### src/rtl/aes_gf_mac.sv
// GF(2^WIDTH) SUM/MUL/MAC/CLR engine with constant-time bit-serial multiply (MSB first).
// Define AES_GF_MAC_ACC_EN to build the accumulator; otherwise MAC acts as MUL and CLR only returns 0.
module aes_gf_mac #(
  parameter int             WIDTH = 8,
  parameter logic [WIDTH:0] POLY  = 9'h11B
) (
  input  logic             clk_i,
  input  logic             rst_i,
  input  logic [WIDTH-1:0] operand_a_i,
  input  logic [WIDTH-1:0] operand_b_i,
  input  logic [1:0]       op_i,
  input  logic             in_valid_i,
  output logic             in_ready_o,
  output logic [WIDTH-1:0] result_o,
  output logic             out_valid_o,
  input  logic             out_ready_i
);

  typedef enum logic [1:0] {S_IDLE, S_BUSY, S_DONE} state_e;
  typedef enum logic [1:0] {OP_SUM = 2'd0, OP_MUL = 2'd1, OP_MAC = 2'd2, OP_CLR = 2'd3} op_e;

  localparam int CW = (WIDTH > 1) ? $clog2(WIDTH) : 1;

  state_e           r_state;
  state_e           w_state_nxt;
  op_e              w_op;
  logic [WIDTH-1:0] r_a;
  logic [WIDTH-1:0] r_b;
  logic [WIDTH-1:0] r_p;
  logic [WIDTH-1:0] r_result;
  logic [CW-1:0]    r_cnt;
  logic             w_last;
  logic [WIDTH-1:0] w_xtime;
  logic [WIDTH-1:0] w_p_nxt;
  logic [WIDTH-1:0] w_final;

  assign w_op    = op_e'(op_i);
  assign w_last  = (r_cnt == '0);
  // Bit WIDTH of POLY cancels the shifted-out bit, so only the low bits are XORed in.
  assign w_xtime = {r_p[WIDTH-2:0], 1'b0} ^ (r_p[WIDTH-1] ? POLY[WIDTH-1:0] : '0);
  assign w_p_nxt = w_xtime ^ (r_b[r_cnt] ? r_a : '0);

  assign in_ready_o  = (r_state == S_IDLE);
  assign out_valid_o = (r_state == S_DONE);
  assign result_o    = r_result;

  // NOTE: sequential state uses non-blocking assignments so every register samples pre-edge values.
  always_ff @(posedge clk_i) begin
    if (rst_i) r_state <= S_IDLE;
    else       r_state <= w_state_nxt;
  end

  // NOTE: next state defaults to the current state first, so no path can infer a latch.
  always_comb begin
    w_state_nxt = r_state;
    case (r_state)
      S_IDLE: if (in_valid_i)
                w_state_nxt = (w_op == OP_MUL || w_op == OP_MAC) ? S_BUSY : S_DONE;
      S_BUSY: if (w_last) w_state_nxt = S_DONE;
      S_DONE: if (out_ready_i) w_state_nxt = S_IDLE;
      default: w_state_nxt = S_IDLE;
    endcase
  end

  always_ff @(posedge clk_i) begin
    if (rst_i) begin
      r_a      <= '0;
      r_b      <= '0;
      r_p      <= '0;
      r_cnt    <= '0;
      r_result <= '0;
    end else begin
      case (r_state)
        S_IDLE: if (in_valid_i) begin
          r_a   <= operand_a_i;
          r_b   <= operand_b_i;
          r_p   <= '0;
          r_cnt <= CW'(WIDTH - 1);
          if (w_op == OP_SUM)      r_result <= operand_a_i ^ operand_b_i;
          else if (w_op == OP_CLR) r_result <= '0;
        end
        S_BUSY: begin
          r_p   <= w_p_nxt;
          r_cnt <= r_cnt - 1'b1;
          if (w_last) r_result <= w_final;
        end
        default: ;
      endcase
    end
  end

`ifdef AES_GF_MAC_ACC_EN
  logic [WIDTH-1:0] r_acc;
  logic             r_mac;

  assign w_final = r_mac ? (r_acc ^ w_p_nxt) : w_p_nxt;

  always_ff @(posedge clk_i) begin
    if (rst_i) begin
      r_acc <= '0;
      r_mac <= 1'b0;
    end else if (r_state == S_IDLE && in_valid_i) begin
      r_mac <= (w_op == OP_MAC);
      if (w_op == OP_CLR) r_acc <= '0;
    end else if (r_state == S_BUSY && w_last && r_mac) begin
      r_acc <= r_acc ^ w_p_nxt;
    end
  end
`else
  assign w_final = w_p_nxt;
`endif

endmodule

### config.mk
export PLATFORM = sky130hd
export DESIGN_NAME = aes_gf_mac
export DESIGN_NICKNAME = d
export VERILOG_FILES = /design/src/rtl/aes_gf_mac.sv
export SDC_FILE = /design/constraint.sdc
export NUM_CORES = 1
export LEC_CHECK = 0
export ABC_AREA = 1
export BUFFER_PORTS_ARGS = -buffer_cell sky130_fd_sc_hd__buf_2
export CAP_MARGIN = 20
export CORE_ASPECT_RATIO = 0.8
export CORE_MARGIN = 1.5
export CORE_UTILIZATION = 30
export CTS_CLUSTER_DIAMETER = 100
export DETAILED_ROUTE_END_ITERATION = 7
export GPL_ROUTABILITY_DRIVEN = 0
export PLACE_DENSITY = 0.56
export SLEW_MARGIN = 25
export SYNTH_ARGS = -nofsm -noshare
export SYNTH_HDL_FRONTEND = slang
export SYNTH_SLANG_ARGS = --single-unit
### constraint.sdc
create_clock -name clk_i -period 4 [get_ports clk_i]
set_clock_uncertainty 0.05 [all_clocks]
set_input_delay 0.4 -clock clk_i [delete_from_list [all_inputs] [get_ports clk_i]]
set_output_delay 0.4 -clock clk_i [all_outputs]
set_load 0.02 [all_outputs]
Word-level counts from Yosys, hierarchy flattened
Index checks and enable logic that the tools add are counted.
{"block": "op_classes", "eq_ne": 9, "magnitude_cmp": 1, "muxes": 18, "n_addsub": 1, "bitwise_logic": 3, "reduce_logical": 9}
{"op": "$mux W8", "n": 6}
{"op": "$pmux W8 S2", "n": 2}
{"op": "$xor A8 B8 Y8", "n": 2}
{"op": "$mux W2", "n": 4}
{"op": "$xor A8 B5 Y8", "n": 1}
{"op": "$eq A2 B2 Y1 const B", "n": 3}
{"op": "$pmux W2 S3", "n": 1}
{"op": "$pmux W3 S2", "n": 1}
{"op": "$mux W5", "n": 1}
{"op": "$eq A2 B1 Y1 const B", "n": 2}
{"op": "$logic_not A2 Y1", "n": 2}
{"op": "$lt A3 B4 Y1 const B", "n": 1}
{"op": "$ne A2 B2 Y1 const B", "n": 2}
{"op": "$reduce_and A2 Y1", "n": 2}
{"op": "$reduce_and A4 Y1", "n": 1}
{"op": "$bmux W1 S3", "n": 1}
{"op": "$logic_not A3 Y1", "n": 1}
{"op": "$mux W3", "n": 1}
{"op": "$ne A3 B1 Y1 const B", "n": 1}
{"op": "$reduce_and A3 Y1", "n": 1}
{"op": "$sub A3 B1 Y3 const B", "n": 1}
{"op": "$ne A2 B1 Y1 const B", "n": 1}
{"op": "$reduce_bool A2 Y1", "n": 1}
{"op": "$logic_or A1 B1 Y1", "n": 1}
{"op": "$mux W1", "n": 1}
{"block": "word_totals", "elab_cells": 47, "in_bits": 22, "out_inout_bits": 10, "register_bits": 37}

Logic depth before layout (Yosys ltp)
Gate-level depths: netlist of the first run.
{"block": "logic_depth", "depth_word": 6, "mapped_depth": 9, "ltp_nobuf": 9}

Worst setup path before layout of the first run
Ideal clock, no wire load.
{"block": "synth_timing", "path_kind": "register to register", "from": "register r_cnt[1]", "to": "register r_result[0], in the netlist result_o[0]", "period_less_slack_ps": 1417, "path_buffers": 0, "path_stages_with_launch": 10, "path_slack_ps": 2583, "setup_time_ps": 119, "arrival_time_ps": 1247, "t_required_ps": 3831, "path_cell_list": "dfxtp_1 inv_1 ha_1 nand2_1 nand2_1 o21ai_2 nor2_2 inv_2 nor2_1 a21oi_1"}
{"block": "synth_between", "elab_chain_cells": 6, "word_cells_on_any_way": 9, "classes_between": "eq/ne: 1; mux: 5; bitwise: 1; reduce/logical: 2"}
{"item": "start: declaration", "line_no": "31", "text": "logic [CW-1:0] r_cnt;"}
{"item": "start signal: assignment", "line_no": "78", "text": "r_cnt <= CW'(WIDTH - 1);"}
{"item": "start signal: assignment", "line_no": "84", "text": "r_cnt <= r_cnt - 1'b1;"}
{"item": "$bmux W1 S3", "line_no": "41", "text": "assign w_p_nxt = w_xtime ^ (r_b[r_cnt] ? r_a : '0);"}
{"item": "$mux W1 (implied by the code)", "line_no": "41"}
{"item": "$mux W8", "line_no": "41"}
{"item": "$xor A8 B8 Y8", "line_no": "41"}
{"item": "$mux W8", "line_no": "85", "text": "if (w_last) r_result <= w_final;"}
{"item": "$pmux W8 S2", "line_no": "73", "text": "case (r_state)"}
{"item": "end signal: assignment", "line_no": "79", "text": "if (w_op == OP_SUM) r_result <= operand_a_i ^ operand_b_i;"}
{"item": "end signal: assignment", "line_no": "85"}
{"item": "end: declaration", "line_no": "30", "text": "logic [WIDTH-1:0] r_result;"}
Several ways; a longest one is shown, not always the timed one. The select of a mux whose other input is x is not followed.
A chain may end at the register's enable or synchronous reset.

Worst setup path after layout of the first run
{"block": "layout_timing", "from": "register r_state[1]", "to": "register r_b[3]"}
{"block": "layout_between", "elab_chain_cells": 2}
{"item": "start: declaration", "line_no": "24", "text": "state_e r_state;"}
{"item": "start signal: assignment", "line_no": "50", "text": "else r_state <= w_state_nxt;"}
{"item": "$logic_not A2 Y1", "line_no": "73"}
{"item": "$reduce_and A2 Y1 (no line)"}
{"item": "end signal: assignment", "line_no": "76", "text": "r_b <= operand_b_i;"}
{"item": "end: declaration", "line_no": "28", "text": "logic [WIDTH-1:0] r_b;"}
No other way between the ends.

==> results of run 1 <==
## state kept, by name, indices dropped and copies added (netlist names)
name	count
r_a	8
r_b	8
r_p	8
result_o	8
r_cnt	3
r_state	2
## area by class of cell
cell class / count / area, um2 / area share (%)
clock buffer: 7 / 86.3 / 4.03
timing repair buffer: 31 / 155 / 7.24
multi-input combinational: 175 / 950 / 44.3
tap: 81 / 101 / 4.73
inverter: 29 / 109 / 5.08
sequential: 37 / 741 / 34.6
## worst max-delay path, stage by stage (launching register included)
cell                      delay (ns)
sky130_fd_sc_hd__dfxtp_1        0.35
sky130_fd_sc_hd__inv_2          0.08
sky130_fd_sc_hd__nand2_1        0.09
sky130_fd_sc_hd__nor2_1         0.59
sky130_fd_sc_hd__inv_2          0.35
sky130_fd_sc_hd__o21ai_0        0.26
sky130_fd_sc_hd__a21oi_1        0.06
## worst paths after layout
path,start,endpoint,slack (ns),cells past startpoint
setup / recovery,r_state[1],r_b[3],2.05,6
hold / removal,operand_a_i[4],r_a[4],0.33,3
setup reg to reg,r_state[1],r_b[3],2.05,6
hold reg to reg,r_b[1],r_b[1],0.41,2
## cells in the mapped netlist
cell and count:
sky130_fd_sc_hd__ha_1 4, sky130_fd_sc_hd__o21ai_0 22, sky130_fd_sc_hd__nand3_4 2, sky130_fd_sc_hd__nand3_2 5
sky130_fd_sc_hd__buf_8 2, sky130_fd_sc_hd__buf_2 4, sky130_fd_sc_hd__inv_1 23, sky130_fd_sc_hd__nor2_4 2
sky130_fd_sc_hd__a21oi_1 26, sky130_fd_sc_hd__buf_4 1, sky130_fd_sc_hd__inv_2 6, sky130_fd_sc_hd__xor2_1 3
sky130_fd_sc_hd__nand3_1 16, sky130_fd_sc_hd__o21ai_2 1, sky130_fd_sc_hd__o21ai_1 3, sky130_fd_sc_hd__nand4_1 8
sky130_fd_sc_hd__a211oi_1 1, sky130_fd_sc_hd__dfxtp_1 37, sky130_fd_sc_hd__nor2_2 1, sky130_fd_sc_hd__xnor2_1 8
sky130_fd_sc_hd__a221oi_1 1, sky130_fd_sc_hd__a31oi_1 1, sky130_fd_sc_hd__nand2_2 1, sky130_fd_sc_hd__nor2_1 38
sky130_fd_sc_hd__o31ai_1 1, sky130_fd_sc_hd__clkbuf_1 3, sky130_fd_sc_hd__nand2_1 31
## stage by stage
step / power, W / std cells / hold slack, ns
after detailed placement: 0.000794 / 353 / 0.398
after CTS: 0.00106 / 360 / 0.326
after global placement: 0.000793 / 353 / 0.395
final: 0.00105 / 360 / 0.332
after global routing: 0.00113 / 360 / 0.337
after floorplan: 0.000723 / 251 / 0.379
## where the power goes
group | leakage [nW] | internal (W) | switching (W)
combinational | 0.585 | 0.000103 | 0.000226
sequential | 0.305 | 0.000423 | 0.0000373
clock | 0.0443 | 0.000137 | 0.000127
total | 0.934 | 0.000662 | 0.000390
## layer usage
layer	track usage, %	part of all wire (%)	vias up
met3	3.00	5.3	7
met4	4.51	1.1	0
met5	0	0	-
met2	22.9	40	49
li1	-	-	881
met1	21.4	54	754
## layout by cell type, fill, tap and decap left out
cell,count
sky130_fd_sc_hd__inv_1,23
sky130_fd_sc_hd__nor2_4,2
sky130_fd_sc_hd__o31ai_1,1
sky130_fd_sc_hd__ha_1,4
sky130_fd_sc_hd__a221oi_1,1
sky130_fd_sc_hd__o21ai_2,1
sky130_fd_sc_hd__dfxtp_1,37
sky130_fd_sc_hd__nand2_1,31
sky130_fd_sc_hd__xnor2_1,8
sky130_fd_sc_hd__nor2_2,1
sky130_fd_sc_hd__inv_2,6
sky130_fd_sc_hd__o21ai_1,3
sky130_fd_sc_hd__nor2_1,38
sky130_fd_sc_hd__a211oi_1,1
sky130_fd_sc_hd__xor2_1,3
sky130_fd_sc_hd__nand3_1,16
sky130_fd_sc_hd__a21oi_1,26
sky130_fd_sc_hd__nand3_2,5
sky130_fd_sc_hd__nand3_4,2
sky130_fd_sc_hd__buf_2,31
sky130_fd_sc_hd__nand2_2,1
sky130_fd_sc_hd__a31oi_1,1
sky130_fd_sc_hd__clkbuf_8,6
sky130_fd_sc_hd__nand4_1,8
sky130_fd_sc_hd__o21ai_0,22
sky130_fd_sc_hd__clkbuf_1,1
## kinds of logic after synthesis
logic type | Yosys count | synth area share [%]
buf+inv | 39 | 9.51
compound gates | 56 | 15.7
flops | 37 | 39.7
xor+xnor | 11 | 5.16
fa+ha+maj | 4 | 2.68
simple gates | 104 | 27.3
==> Flow_metrics.wiki, run 1 <==
{| class="wikitable"
! Metric !! Value
|-
| Core Rows || 25
|-
| Top post-synthesis cells by area || sky130_fd_sc_hd__dfxtp_1 (40%), sky130_fd_sc_hd__nor2_1 (7.6%), sky130_fd_sc_hd__a21oi_1 (7.0%)
|-
| Total of buffers placed on input and output ports || 31
|-
| Path type of the worst min-delay path || input pin to flop
|-
| Area of all placed cells without fillers || 2140 um2
|-
| DRC violation total after the first TritonRoute iteration || about 140
|-
| Leakage || between 0.9 and 1 nW
|-
| Startpoint class of the critical path || flop
|-
| Crit path time final || between 1.5 and 2 ns
|-
| Sum Neg Setup Slack || 0 ns
|-
| Number of slew-limit violations in the final report || 0
|-
| Maximum resistive drop on vdd || 0.000248 V
|-
| Number of global-route vias before repair || between 1500 and 2000
|-
| Post-cts resize count || 0
|-
| Number of warnings issued by yosys || 0
|-
| Layout-stage area growth over the synthesis result || 14.7%
|-
| Clock-pin slew on the worst setup and hold paths || about 0.07 ns
|-
| DR pass1 iterations || 4
|-
| Portion of the post-synthesis area used by sequential elements || 39.7%
|-
| Post-CTS setup-driven buffer insertion count || 0
|-
| Die width || 91.2 um
|-
| Peak clock frequency supported by timing || ~0.51 GHz
|-
| Pin count of the biggest net entering global routing || 27
|-
| Critical Path Sink Type || flop
|-
| Clock root cell || sky130_fd_sc_hd__clkbuf_8
|-
| IO Pins || 32
|-
| Total routing resource utilization after global routing || between 10% and 20%
|-
| Synthesized instance count || around 250
|-
| Drt wl/cell || 12.7 um
|-
| Layout net count || a little over 300
|-
| Endpoints failing setup || 0
|-
| Unique cell type count in the Yosys netlist || 27
|-
| Clock tree buffer depth || 2
|-
| Final worst path period share || 48.8%
|-
| Tightest Pin Transition || roughly 0.75 ns
|-
| Number of buffers created by CTS || 5
|-
| P per Cell Area || between 400 and 500 nW/um2
|-
| Number of inserted diodes || 0
|-
| Mapped cell area || 1870 um2
|-
| Remaining global-route overflow || 0
|-
| Max-cap violation count || 0
|-
| Required time at the worst-slack endpoint || 4.11 ns
|-
| Largest fanout of any net on the critical path || 24
|-
| Clock latency on the worst-skew pair || roughly 0.28 ns
|-
| Proportion of netlist area held by the largest area contributor || 39.7%
|-
| Die area || 6710 um2
|-
| Setup repair after global routing missed its margin || false
|-
| Number of nets still failing antenna checks after routing || 0
|-
| Share of the core filled with cells in the final layout || between 30% and 40%
|-
| Cell type contributing the most total cell area after synthesis || sky130_fd_sc_hd__dfxtp_1
|-
| Routed WL || ~4600 um
|-
| Global-route wire length before repair || approximately 7800 um
|-
| Number of levels the H-tree was split into || 2
|-
| Final WS setup || between 2 and 2.5 ns
|-
| Clock tree from TritonCTS || done
|-
| DPL Wire Length || approximately 3400 um
|-
| Fraction of layout instances using a drive strength above 1 || about a fifth
|-
| Run status || complete, no violations
|-
| Initial Utilization || between 30% and 40%
|-
| Filler cell count in the final layout || 650
|-
| CP Data Arrival Time || 2.06 ns
|-
| Initial antenna violation count || 0
|-
| Post-DP Area || 2060 um2
|-
| Core area || 5970 um2
|-
| Routed vias || 1691
|-
| Residual DRC count || 0
|-
| Syn Nets || between 200 and 300
|-
| Register bit total from synthesis || 37
|-
| Max-slew headroom || just under 50%
|-
| Mean area per synthesized cell || 7.44 um2
|-
| Post-detailed-route via-to-cell ratio || about 4.7
|-
| Die Ht || 73.6 um
|-
| Final Hold Fails || 0
|-
| Place WS || 2.04 ns
|-
| Number of hold buffers added after CTS || 0
|-
| Total number of clock tree sinks || 37
|-
| Type of the worst setup path || flop to flop
|}
Note: power is estimated with default switching activity, not from simulation.
==> inputs of run 2 (changes only) <==
--- a/config.mk
+++ b/config.mk
@@ -5,7 +5,7 @@
 export SDC_FILE = /design/constraint.sdc
 export NUM_CORES = 1
 export LEC_CHECK = 0
-export ABC_AREA = 1
+export ABC_AREA = 0
 export BUFFER_PORTS_ARGS = -buffer_cell sky130_fd_sc_hd__buf_2
 export CAP_MARGIN = 20
 export CORE_ASPECT_RATIO = 0.8
==> constraint.sdc (replaced) <==
create_clock -name clk_i -period 1.8 [get_ports clk_i]
set_clock_uncertainty 0.05 [all_clocks]
set_input_delay 0.18 -clock clk_i [delete_from_list [all_inputs] [get_ports clk_i]]
set_output_delay 0.18 -clock clk_i [all_outputs]
set_load 0.02 [all_outputs]
==> Flow_metrics.wiki, run 2 <==
{| class="wikitable"
! Metric !! Value
|-
| Master of the slowest instance on the critical path || sky130_fd_sc_hd__mux4_2
|-
| Switching share of power || 32.0%
|-
| Hold Path Sink || r_a[5]
|-
| Category of cells accounting for the largest share of critical-path delay || multiplexers
|-
| Post-CTS setup-driven buffer insertion count || 0
|-
| Drt wl/cell || approximately 14 um
|-
| Clock tree from TritonCTS || done
|-
| Type of the worst setup path || flop to flop
|-
| Net load switching power || 0.000615 W
|-
| Number of hold buffers added after CTS || 0
|-
| Count of buffering cells on the critical path with inverters included || 0
|-
| Die Ht || between 70 and 80 um
|-
| Final Hold Fails || 0
|-
| Layout-stage area growth over the synthesis result || 18.9%
|-
| Leading cell types in the layout, fill and taps excluded || sky130_fd_sc_hd__nand2_1 (44), sky130_fd_sc_hd__dfxtp_1 (36), sky130_fd_sc_hd__buf_2 (31), sky130_fd_sc_hd__nor2_1 (17), sky130_fd_sc_hd__a21oi_1 (16)
|-
| Largest fanout of any net on the critical path || 7
|-
| Fraction of layout instances using a drive strength above 1 || a little over a quarter
|-
| Routed vias || around 1600
|-
| Final WS setup || -0.00501 ns
|-
| Failing checks || negative setup slack
|-
| Number of buffers created by CTS || 5
|-
| Area of all placed cells without fillers || ~2300 um2
|-
| Combinational cell fraction of total power || a little over a fifth
|-
| Sequential fraction of design power || roughly 48%
|-
| Number of global-route vias before repair || approximately 1400
|-
| Int Pwr || ~0.0013 W
|-
| Remaining global-route overflow || 0
|-
| DR pass1 iterations || 4
|-
| Die width || 91.9 um
|-
| Total power || 0.00192 W
|-
| Maximum resistive drop on vdd || around 0.00036 V
|-
| Maximum cell stage delay along the critical path || approximately 0.52 ns
|-
| Cell type contributing the most total cell area after synthesis || sky130_fd_sc_hd__dfxtp_1
|-
| Setup slack, reg-to-reg || -0.005 ns
|-
| WHS || between 0.09 and 0.1 ns
|-
| Leakage || 0.926 nW
|-
| Mapped cell area || between 1500 and 2000 um2
|-
| Residual DRC count || 0
|-
| Die area || 6820 um2
|-
| Global-route wire length before repair || around 7600 um
|-
| Share of power burned in the clock network || a little under a third
|-
| Number of inserted diodes || 0
|-
| Max-slew headroom || about 50%
|-
| DPL Wire Length || around 3400 um
|-
| Core Rows || 25
|-
| Tightest Pin Transition || 0.724 ns
|-
| Core area || roughly 6000 um2
|-
| Path type of the worst min-delay path || input pin to flop
|-
| Run status || complete, but fails checks
|-
| Async set-reset flop share out of synthesis || 0%
|-
| Reg2Reg Capture Point || r_p[5]
|-
| Startpoint class of the critical path || flop
|-
| Clock tree buffer depth || 2
|-
| Proportion of netlist area held by the largest area contributor || around two fifths
|-
| CP Data Arrival Time || ~1.9 ns
|-
| Initial antenna violation count || 0
|-
| Max-cap violation count || 0
|-
| Setup repair after global routing missed its margin || true
|-
| Origin of the worst setup path || r_cnt[0]
|-
| Number of slew-limit violations in the final report || 0
|-
| Most frequent cell after synthesis || sky130_fd_sc_hd__nand2_1
|-
| Number of synthesized flops with an enable pin || 0
|-
| IO Pins || 32
|-
| Mean area per synthesized cell || 8.51 um2
|-
| Pin count of the biggest net entering global routing || 20
|-
| Peak clock frequency supported by timing || about 0.55 GHz
|-
| R2r startpoint || r_cnt[0]
|-
| Routed WL || 4780 um
|-
| DRC violation total after the first TritonRoute iteration || ~100
|-
| Endpoints failing setup || 2
|-
| Clock-pin slew on the worst setup and hold paths || around 0.080 ns
|-
| Clock latency on the worst-skew pair || roughly 0.29 ns
|-
| Crit path time final || roughly 1.8 ns
|-
| Register bit total from synthesis || 37
|-
| Syn Nets || roughly 250
|-
| Number of levels the H-tree was split into || 2
|-
| Total routing resource utilization after global routing || about 15%
|-
| Final worst path period share || 100%
|-
| CP cell instances || mux4_2 -> mux2_4 -> nand2_2 -> xor2_2 -> o21ai_0
|-
| R2R cell count || 5
|-
| Unique cell type count in the Yosys netlist || 32
|-
| Top post-synthesis cells by area || sky130_fd_sc_hd__dfxtp_1 (39%), sky130_fd_sc_hd__nand2_1 (9.7%), sky130_fd_sc_hd__xor2_1 (6.9%)
|-
| Required time at the worst-slack endpoint || around 1.9 ns
|-
| Number of warnings issued by yosys || 0
|-
| Synthesized instance count || 223
|-
| Portion of the post-synthesis area used by sequential elements || about 39%
|-
| Number of nets still failing antenna checks after routing || 0
|-
| Post-DP Area || around 2100 um2
|-
| Layout net count || 282
|-
| Most frequent cells after synthesis || sky130_fd_sc_hd__nand2_1 (49), sky130_fd_sc_hd__dfxtp_1 (37), sky130_fd_sc_hd__nor2_1 (17)
|-
| Total of buffers placed on input and output ports || 31
|-
| Initial Utilization || roughly a third
|-
| P per Cell Area || 852 nW/um2
|-
| Number of cells on the worst hold path || 3
|-
| Leading register cell type out of synthesis || sky130_fd_sc_hd__dfxtp_1
|-
| Filler cell count in the final layout || ~650
|-
| Hold path startpoint || operand_a_i[5]
|-
| Most common cell after layout, fill and taps aside || sky130_fd_sc_hd__nand2_1
|-
| Critical Path Sink Type || flop
|-
| Post-detailed-route via-to-cell ratio || 4.78
|-
| Clock root cell || sky130_fd_sc_hd__clkbuf_8
|-
| Total number of clock tree sinks || 37
|}
==> run 2: repair_timing <==
action | 4_1_cts | 5_1_grt
endpoints found under the hold margin | 0 | 0
endpoints found under the setup margin | 12 | 16
cloned | 1 | 0
gates resized for setup | 8 | 11
pin swaps | 3 | 8
==> run 2: cell families after synthesis <==
family	after synthesis	share of synthesized area [%]
buffers and inverters	19	7.32
muxes	3	3.56
and+or+nand+nor	92	22.4
xor gates and xnor gates	19	9.16
adders and majority gates	4	2.64
DFF	37	39.0
AOI/OAI and AO/OA	49	15.9
==> run 2: worst max-delay path by stage <==
stage,to,depth (start not counted)
floorplan,result_o[6],6
global placement,result_o[7],5
detailed placement,r_p[0],5
CTS,result_o[7],5
global route,result_o[5],8
finish,r_p[5],5
==> run 2: metrics by stage <==
step,TNS [ns],util (%),std cells,worst slack [ns]
after global routing,-0.601,37.6,338,-0.0604
after detailed placement,-0.510,35.0,329,-0.0839
after floorplan,0,-,223,0.0300
after CTS,-0.00134,36.9,338,-0.00105
after global placement,-0.0538,35.0,329,-0.0151
final,-0.00711,37.6,338,-0.00501
==> run 2: tightest hold or removal path, stage by stage <==
cell and delay (ns):
sky130_fd_sc_hd__buf_2 0.11, sky130_fd_sc_hd__nand2_1 0.05, sky130_fd_sc_hd__a21oi_1 0.05
==> run 2: layer usage <==
metal	vias up	track usage, %	wire (um)
met1	752	23.1	2570
li1	819	-	-
met4	0	4.10	13
met5	-	0	0
met2	42	18.9	1910
met3	2	3.99	286
==> run 2: power groups by stage <==
stage               combinational [W]  clock, W  sequential [W]
floorplan                    0.000292         0        0.000929
global placement             0.000398         0        0.000937
detailed placement           0.000400         0        0.000936
CTS                          0.000414  0.000600        0.000920
global route                 0.000467  0.000639        0.000928
finish                       0.000422  0.000578        0.000923
==> run 2: final cells by class <==
class                           instances  area, um2  share of cell area (%)
Clock buffer                            5       68.8                    3.05
Multi-Input combinational cell        168       1080                    47.9
Timing Repair Buffer                   38        220                    9.76
Inverter                                6       22.5                   0.998
Clock inverter                          3       17.5                   0.776
Sequential cell                        37        744                    33.0
Tap cell                               81        101                    4.49
